**config.mk**
```make
export PLATFORM = sky130hd
export DESIGN_NAME = sentinel_access_fsm
export DESIGN_NICKNAME = d
export VERILOG_FILES = /design/src/rtl/sentinel_access_fsm.sv
export SDC_FILE = /design/constraint.sdc
export NUM_CORES = 1
export LEC_CHECK = 0
export CAP_MARGIN = 0
export CELL_PAD_IN_SITES_DETAIL_PLACEMENT = 1
export CELL_PAD_IN_SITES_GLOBAL_PLACEMENT = 1
export CORE_ASPECT_RATIO = 0.7
export CORE_UTILIZATION = 42
export CTS_BUF_LIST = sky130_fd_sc_hd__clkbuf_8 sky130_fd_sc_hd__clkbuf_16
export CTS_CLUSTER_DIAMETER = 150
export DETAILED_ROUTE_END_ITERATION = 16
export HOLD_SLACK_MARGIN = 0.06
export PLACE_DENSITY = 0.8
export REMOVE_ABC_BUFFERS = 1
export SETUP_SLACK_MARGIN = 0.02
export SLEW_MARGIN = 20
export SYNTH_ARGS = -nofsm -noshare
export SYNTH_HDL_FRONTEND = slang
export SYNTH_SLANG_ARGS = --single-unit
```
**constraint.sdc**
```tcl
create_clock -name clk -period 2.95 [get_ports clk]
set_input_delay 0.59 -clock clk [delete_from_list [all_inputs] [get_ports clk]]
set_output_delay 0.59 -clock clk [all_outputs]
set_load 0.005 [all_outputs]
```
**src/rtl/sentinel_access_fsm.sv**
```systemverilog
// -----------------------------------------------------------------------------
// sentinel_access_fsm
//
// Access-control sequencer that sits directly behind the Sentinel key
// comparator. Each rising edge of the key-submission strobe samples the
// comparator's match bit:
//   - a match opens a timed unlock window;
//   - MAX_FAILS consecutive mismatches start a timed lockout and raise the
//     intrusion alarm.
// Every output is registered because it drives the Sentinel status pins.
//
// Parameters
//   MAX_FAILS       consecutive mismatches that trigger lockout (1..7)
//   UNLOCK_CYCLES   unlock window length in enabled clock cycles (>= 1)
//   LOCKOUT_CYCLES  lockout length in enabled clock cycles (>= 1)
//
// Ports
//   clk         in   sole clock, rising edge
//   rst_n       in   asynchronous active-low reset
//   ena         in   global enable; while low all state, counters and timers hold
//   attempt     in   key-submission level; only its rising edge counts
//   key_match   in   comparator result, sampled on an attempt edge
//   unlocked    out  high throughout the unlock window
//   lockout     out  high throughout the lockout period
//   alarm       out  intrusion flag
//   fail_count  out  consecutive mismatches so far (3 bits)
//   state       out  LOCKED=00, GRANTED=01, LOCKOUT=10 (11 unused)
//
// Build option
//   CITADEL_STICKY_ALARM_EN
//     defined   : alarm, once raised, stays high until rst_n is asserted.
//     undefined : alarm is high only while in LOCKOUT and drops in the same
//                 cycle the FSM returns to LOCKED.
// -----------------------------------------------------------------------------
module sentinel_access_fsm #(
    parameter int MAX_FAILS      = 3,
    parameter int UNLOCK_CYCLES  = 256,
    parameter int LOCKOUT_CYCLES = 1024
) (
    input  logic       clk,
    input  logic       rst_n,
    input  logic       ena,
    input  logic       attempt,
    input  logic       key_match,
    output logic       unlocked,
    output logic       lockout,
    output logic       alarm,
    output logic [2:0] fail_count,
    output logic [1:0] state
);

    // -------------------------------------------------------------------------
    // Derived constants
    // -------------------------------------------------------------------------
    localparam int MAX_WIN  = (UNLOCK_CYCLES > LOCKOUT_CYCLES) ? UNLOCK_CYCLES
                                                               : LOCKOUT_CYCLES;
    localparam int TIMER_W  = ($clog2(MAX_WIN) < 1) ? 1 : $clog2(MAX_WIN);

    // The timer is loaded with N-1 and the exit happens in the cycle it reads
    // 0, so a window spans exactly N enabled cycles.
    localparam logic [TIMER_W-1:0] UNLOCK_LOAD  = TIMER_W'(UNLOCK_CYCLES - 1);
    localparam logic [TIMER_W-1:0] LOCKOUT_LOAD = TIMER_W'(LOCKOUT_CYCLES - 1);

    // Compared against a 4-bit incremented count so MAX_FAILS=7 never aliases.
    localparam logic [3:0] FAIL_LIMIT = 4'(MAX_FAILS);

    typedef enum logic [1:0] {
        ST_LOCKED  = 2'b00,
        ST_GRANTED = 2'b01,
        ST_LOCKOUT = 2'b10,
        ST_ILLEGAL = 2'b11
    } state_t;

    // -------------------------------------------------------------------------
    // State registers
    // -------------------------------------------------------------------------
    state_t               state_reg;
    logic [TIMER_W-1:0]   timer_reg;
    logic [2:0]           fail_reg;
    logic                 attempt_q_reg;
    logic                 unlocked_reg;
    logic                 lockout_reg;
    logic                 alarm_reg;

    // -------------------------------------------------------------------------
    // Next-state signals
    // -------------------------------------------------------------------------
    state_t               state_next;
    logic [TIMER_W-1:0]   timer_next;
    logic [2:0]           fail_next;
    logic                 alarm_next;
    logic [3:0]           fail_inc;
    logic                 attempt_edge;

    // A held-high attempt counts once: attempt_q only follows attempt while
    // enabled, so a strobe that rises and falls while ena is low is never seen.
    // attempt_q resets to 0, so an attempt already high at reset release is
    // taken as an edge on the first enabled cycle.
    assign attempt_edge = attempt & ~attempt_q_reg & ena;

    assign fail_inc     = {1'b0, fail_reg} + 4'd1;

    // -------------------------------------------------------------------------
    // Next-state / datapath decode
    // -------------------------------------------------------------------------
    always_comb begin
        state_next = state_reg;
        timer_next = timer_reg;
        fail_next  = fail_reg;

        case (state_reg)
            ST_LOCKED: begin
                if (attempt_edge) begin
                    if (key_match) begin
                        state_next = ST_GRANTED;
                        timer_next = UNLOCK_LOAD;
                        fail_next  = 3'd0;
                    end else if (fail_inc == FAIL_LIMIT) begin
                        state_next = ST_LOCKOUT;
                        timer_next = LOCKOUT_LOAD;
                        fail_next  = FAIL_LIMIT[2:0];
                    end else begin
                        fail_next  = fail_inc[2:0];
                    end
                end
            end

            // Attempt edges are deliberately ignored in both timed states.
            // The timer stops at 0 instead of wrapping; it is only reloaded
            // when a timed state is entered.
            ST_GRANTED: begin
                if (timer_reg == '0) begin
                    state_next = ST_LOCKED;
                end else begin
                    timer_next = timer_reg - 1'b1;
                end
            end

            ST_LOCKOUT: begin
                if (timer_reg == '0) begin
                    state_next = ST_LOCKED;
                    fail_next  = 3'd0;
                end else begin
                    timer_next = timer_reg - 1'b1;
                end
            end

            // Unused encoding: fall back to the safe state with a clean slate.
            default: begin
                state_next = ST_LOCKED;
                timer_next = '0;
                fail_next  = 3'd0;
            end
        endcase
    end

    // Alarm follows the state being entered; the sticky build keeps it latched
    // once raised so an operator sees past intrusions until a reset.
`ifdef CITADEL_STICKY_ALARM_EN
    assign alarm_next = alarm_reg | (state_next == ST_LOCKOUT);
`else
    assign alarm_next = (state_next == ST_LOCKOUT);
`endif

    // -------------------------------------------------------------------------
    // Sequential state. Everything, including the edge detector, freezes while
    // ena is low, which stretches both timed windows by the stalled cycles.
    // -------------------------------------------------------------------------
    always_ff @(posedge clk or negedge rst_n) begin
        if (!rst_n) begin
            state_reg     <= ST_LOCKED;
            timer_reg     <= '0;
            fail_reg      <= 3'd0;
            attempt_q_reg <= 1'b0;
            unlocked_reg  <= 1'b0;
            lockout_reg   <= 1'b0;
            alarm_reg     <= 1'b0;
        end else if (ena) begin
            state_reg     <= state_next;
            timer_reg     <= timer_next;
            fail_reg      <= fail_next;
            attempt_q_reg <= attempt;
            unlocked_reg  <= (state_next == ST_GRANTED);
            lockout_reg   <= (state_next == ST_LOCKOUT);
            alarm_reg     <= alarm_next;
        end
    end

    // -------------------------------------------------------------------------
    // Outputs (all straight from registers)
    // -------------------------------------------------------------------------
    assign unlocked   = unlocked_reg;
    assign lockout    = lockout_reg;
    assign alarm      = alarm_reg;
    assign fail_count = fail_reg;
    assign state      = state_reg;

endmodule
```
==> impl_results.md <==
* Clk buf depth at 2
* Total global routing overflow at 0
* Post-CTS resize count at 0
* Unrepaired setup endpoints after global routing: no
* Max FFs per register at 10
* Antenna Cells at 0
* Via count at 1112
* Met3 usage at 0.0583
* DR iter-0 viols at 68
* Clock sinks at 18
* CTS tree: built
* FF+latch count, synth at 18
* Final ANT Viol Nets at 0
* Post-Syn Area at 1210 um2
* Clk_lat worst skew at 260 ps
* Synth top area cells: dfrtp_1 (37%), ha_1 (7.2%), nor2_1 (4.0%), inv_1 (3.7%), nand2_1 (3.1%)
* Final TNS setup at 0 ps
* Final Critical Period at 2790 ps
* DIE AREA at 3100 um2
* Hpwl dp at 2.60 mm
* I/O pin cnt at 13
* Initial antenna violation count at 0
* P per Cell Area at 888 nW/um2
* Postcts setup bufs at 0
* H-tree level count at 1
* GP Congestion at 0.776
* Area occupied by multi-input gates at 694 um2
* Maximum Capacitance Violations at 0
* Chip Height at 46.9 um
* Status: complete, no violations
* Fmax at 358 MHz
* Clock transition at path regs at 80 ps
* DRC at 0
* Cell count after synthesis at 134
* Synth warn at 0
* Maximum number of pins on one net before global-route repair at 19
* Commonest cells after routing, fill and taps aside: dfrtp_1 (18), nor2_1 (13), inv_1 (12), clkdlybuf4s50_1 (12), nand2_1 (10)
* Clock group share of total power at 0.168
* Synth top area share at 0.372
* CP Data Required Time at 3100 ps
* Yosys cell types at 44
* Vias in the first global route at 1126
* # setup viols final at 0
* Gr usage total at 0.265
* Switch share at 0.420
* Count of input and output buffers at 12
* Seq. cell area at 450 um2
* Comb pwr share at 0.468
* Design Power at 1.26 mW
* Layout fillers at 315
* Number of synthesized flops with an enable pin at 0
* Root Buffer: clkbuf_8
* Worst hold path type: reg2reg
* Post-synth ARST share at 1.00
* CORE AREA at 2590 um2
* Slew Limit Headroom at 0.227
* Commonest non-fill, non-tap cell in the layout: dfrtp_1
* Worst-Margin Slew at 1150 ps
* Top cell type by total area after synthesis: dfrtp_1
* Leakage power total at 0.602 nW
* Worst hold margin at 538 ps
* Startpoint Class: flip-flop
* Syn avg cell area at 9.03 um2
* Share of cells above drive strength 1 at 0.0952
* Sw Pwr at 0.528 mW
* CP max FO at 7
* Fin. max-slew vios at 0
* Sequential share of the synthesized area at 0.372
* Vias per Instance at 6.14
* WP data arrival at 2940 ps
* Setup crit end kind: flip-flop
* Final hold violation count at 0
* Wirelength per Cell at 19.6 um
* Pre-Repair DR Iteration Count at 4
* Part of the cycle the worst path needs at 0.947
* Clock Skew at 5.94 ps
* M2 GR Usage at 0.424
* Layout Nets at 160
* DRT Wirelength at 3.55 mm
* P_int at 0.728 mW
* Reg power frac at 0.364
* Global route hottest layer: met2
* Initial Util at 0.467
* TritonCTS buffer count at 3
* Top FF cell, synth: dfrtp_1
* Critical path class: reg2reg
* # hold bufs at CTS at 0
* Met1 Use GR at 0.361
* Die Width at 66.2 um
* Row count at 15
* Global-route wire length before repair at 5.84 mm
* VDD IR-drop max at 0.000494 V
* Area Growth Syn to Fin at 17.0%
[layout make-up]
type                            instances  share of cell area
Multi-Input combinational cell        100               0.491
Timing Repair Buffer                   13              0.0902
Inverter                               12              0.0318
Tap cell                               34              0.0301
Clock buffer                            4              0.0389
Sequential cell                        18               0.318
[Yosys cell counts, types with 4 or more instances]
library cell  number
dfrtp_1           18
ha_1               7
o21ai_0            6
a21oi_1            7
nand2b_1           4
inv_1             12
nand2_1           10
nor2_1            13
o31ai_1            4
[metrics by stage]
stage	worst slack, ps	instances	cell area [um2]	utilization
after CTS	193	181	1420	0.546
after detailed placement	182	177	1360	0.525
after floorplan	532	130	1190	-
after global routing	67.3	181	1420	0.546
after global placement	265	177	1360	0.525
final	157	181	1420	0.546
[logic make-up after synthesis]
kind of cell    count (synthesis)  share of synthesized area
simple gates                   45                      0.194
compound gates                 44                      0.272
flops                          18                      0.372
buf+inv                        16                     0.0538
fa+ha+maj                       7                     0.0724
mux                             3                     0.0279
xor+xnor                        1                    0.00724
[critical path, stage by stage (launching register included)]
cell,delay (ps)
dfrtp_1,420
inv_1,120
ha_1,290
or3b_2,520
or4_4,490
a211oi_2,440
mux2_2,390
[metal layers]
| layer | part of all wire | vias to the layer above | wire, um |
|---|---|---|---|
| met5 | 0 | - | 0 |
| met4 | 0.013 | 0 | 46 |
| met3 | 0.059 | 7 | 209 |
| met2 | 0.44 | 35 | 1550 |
| met1 | 0.49 | 551 | 1750 |
| li1 | - | 519 | - |
[worst paths after layout]
path	slack [ps]	cells past startpoint	from	end
hold / removal	540	1	attempt_q_reg$_DFFE_PN0P_	attempt_q_reg$_DFFE_PN0P_
hold reg to reg	540	1	attempt_q_reg$_DFFE_PN0P_	attempt_q_reg$_DFFE_PN0P_
setup / recovery	160	6	timer_reg[0]$_DFFE_PN0P_	fail_count[0]$_DFFE_PN0P_
max in group asynchronous	1630	1	rst_n	attempt_q_reg$_DFFE_PN0P_
setup reg to reg	160	6	timer_reg[0]$_DFFE_PN0P_	fail_count[0]$_DFFE_PN0P_
min in group asynchronous	800	1	rst_n	fail_count[1]$_DFFE_PN0P_
[power by group through the flow]
stage               logic, mW  clock network [mW]  registers (mW)
global placement        0.546                   0           0.446
global route            0.650               0.222           0.467
detailed placement      0.571                   0           0.455
floorplan               0.391                   0           0.425
CTS                     0.581               0.216           0.453
finish                  0.588               0.211           0.458
No activity file was read; power rests on OpenSTA's default activity.
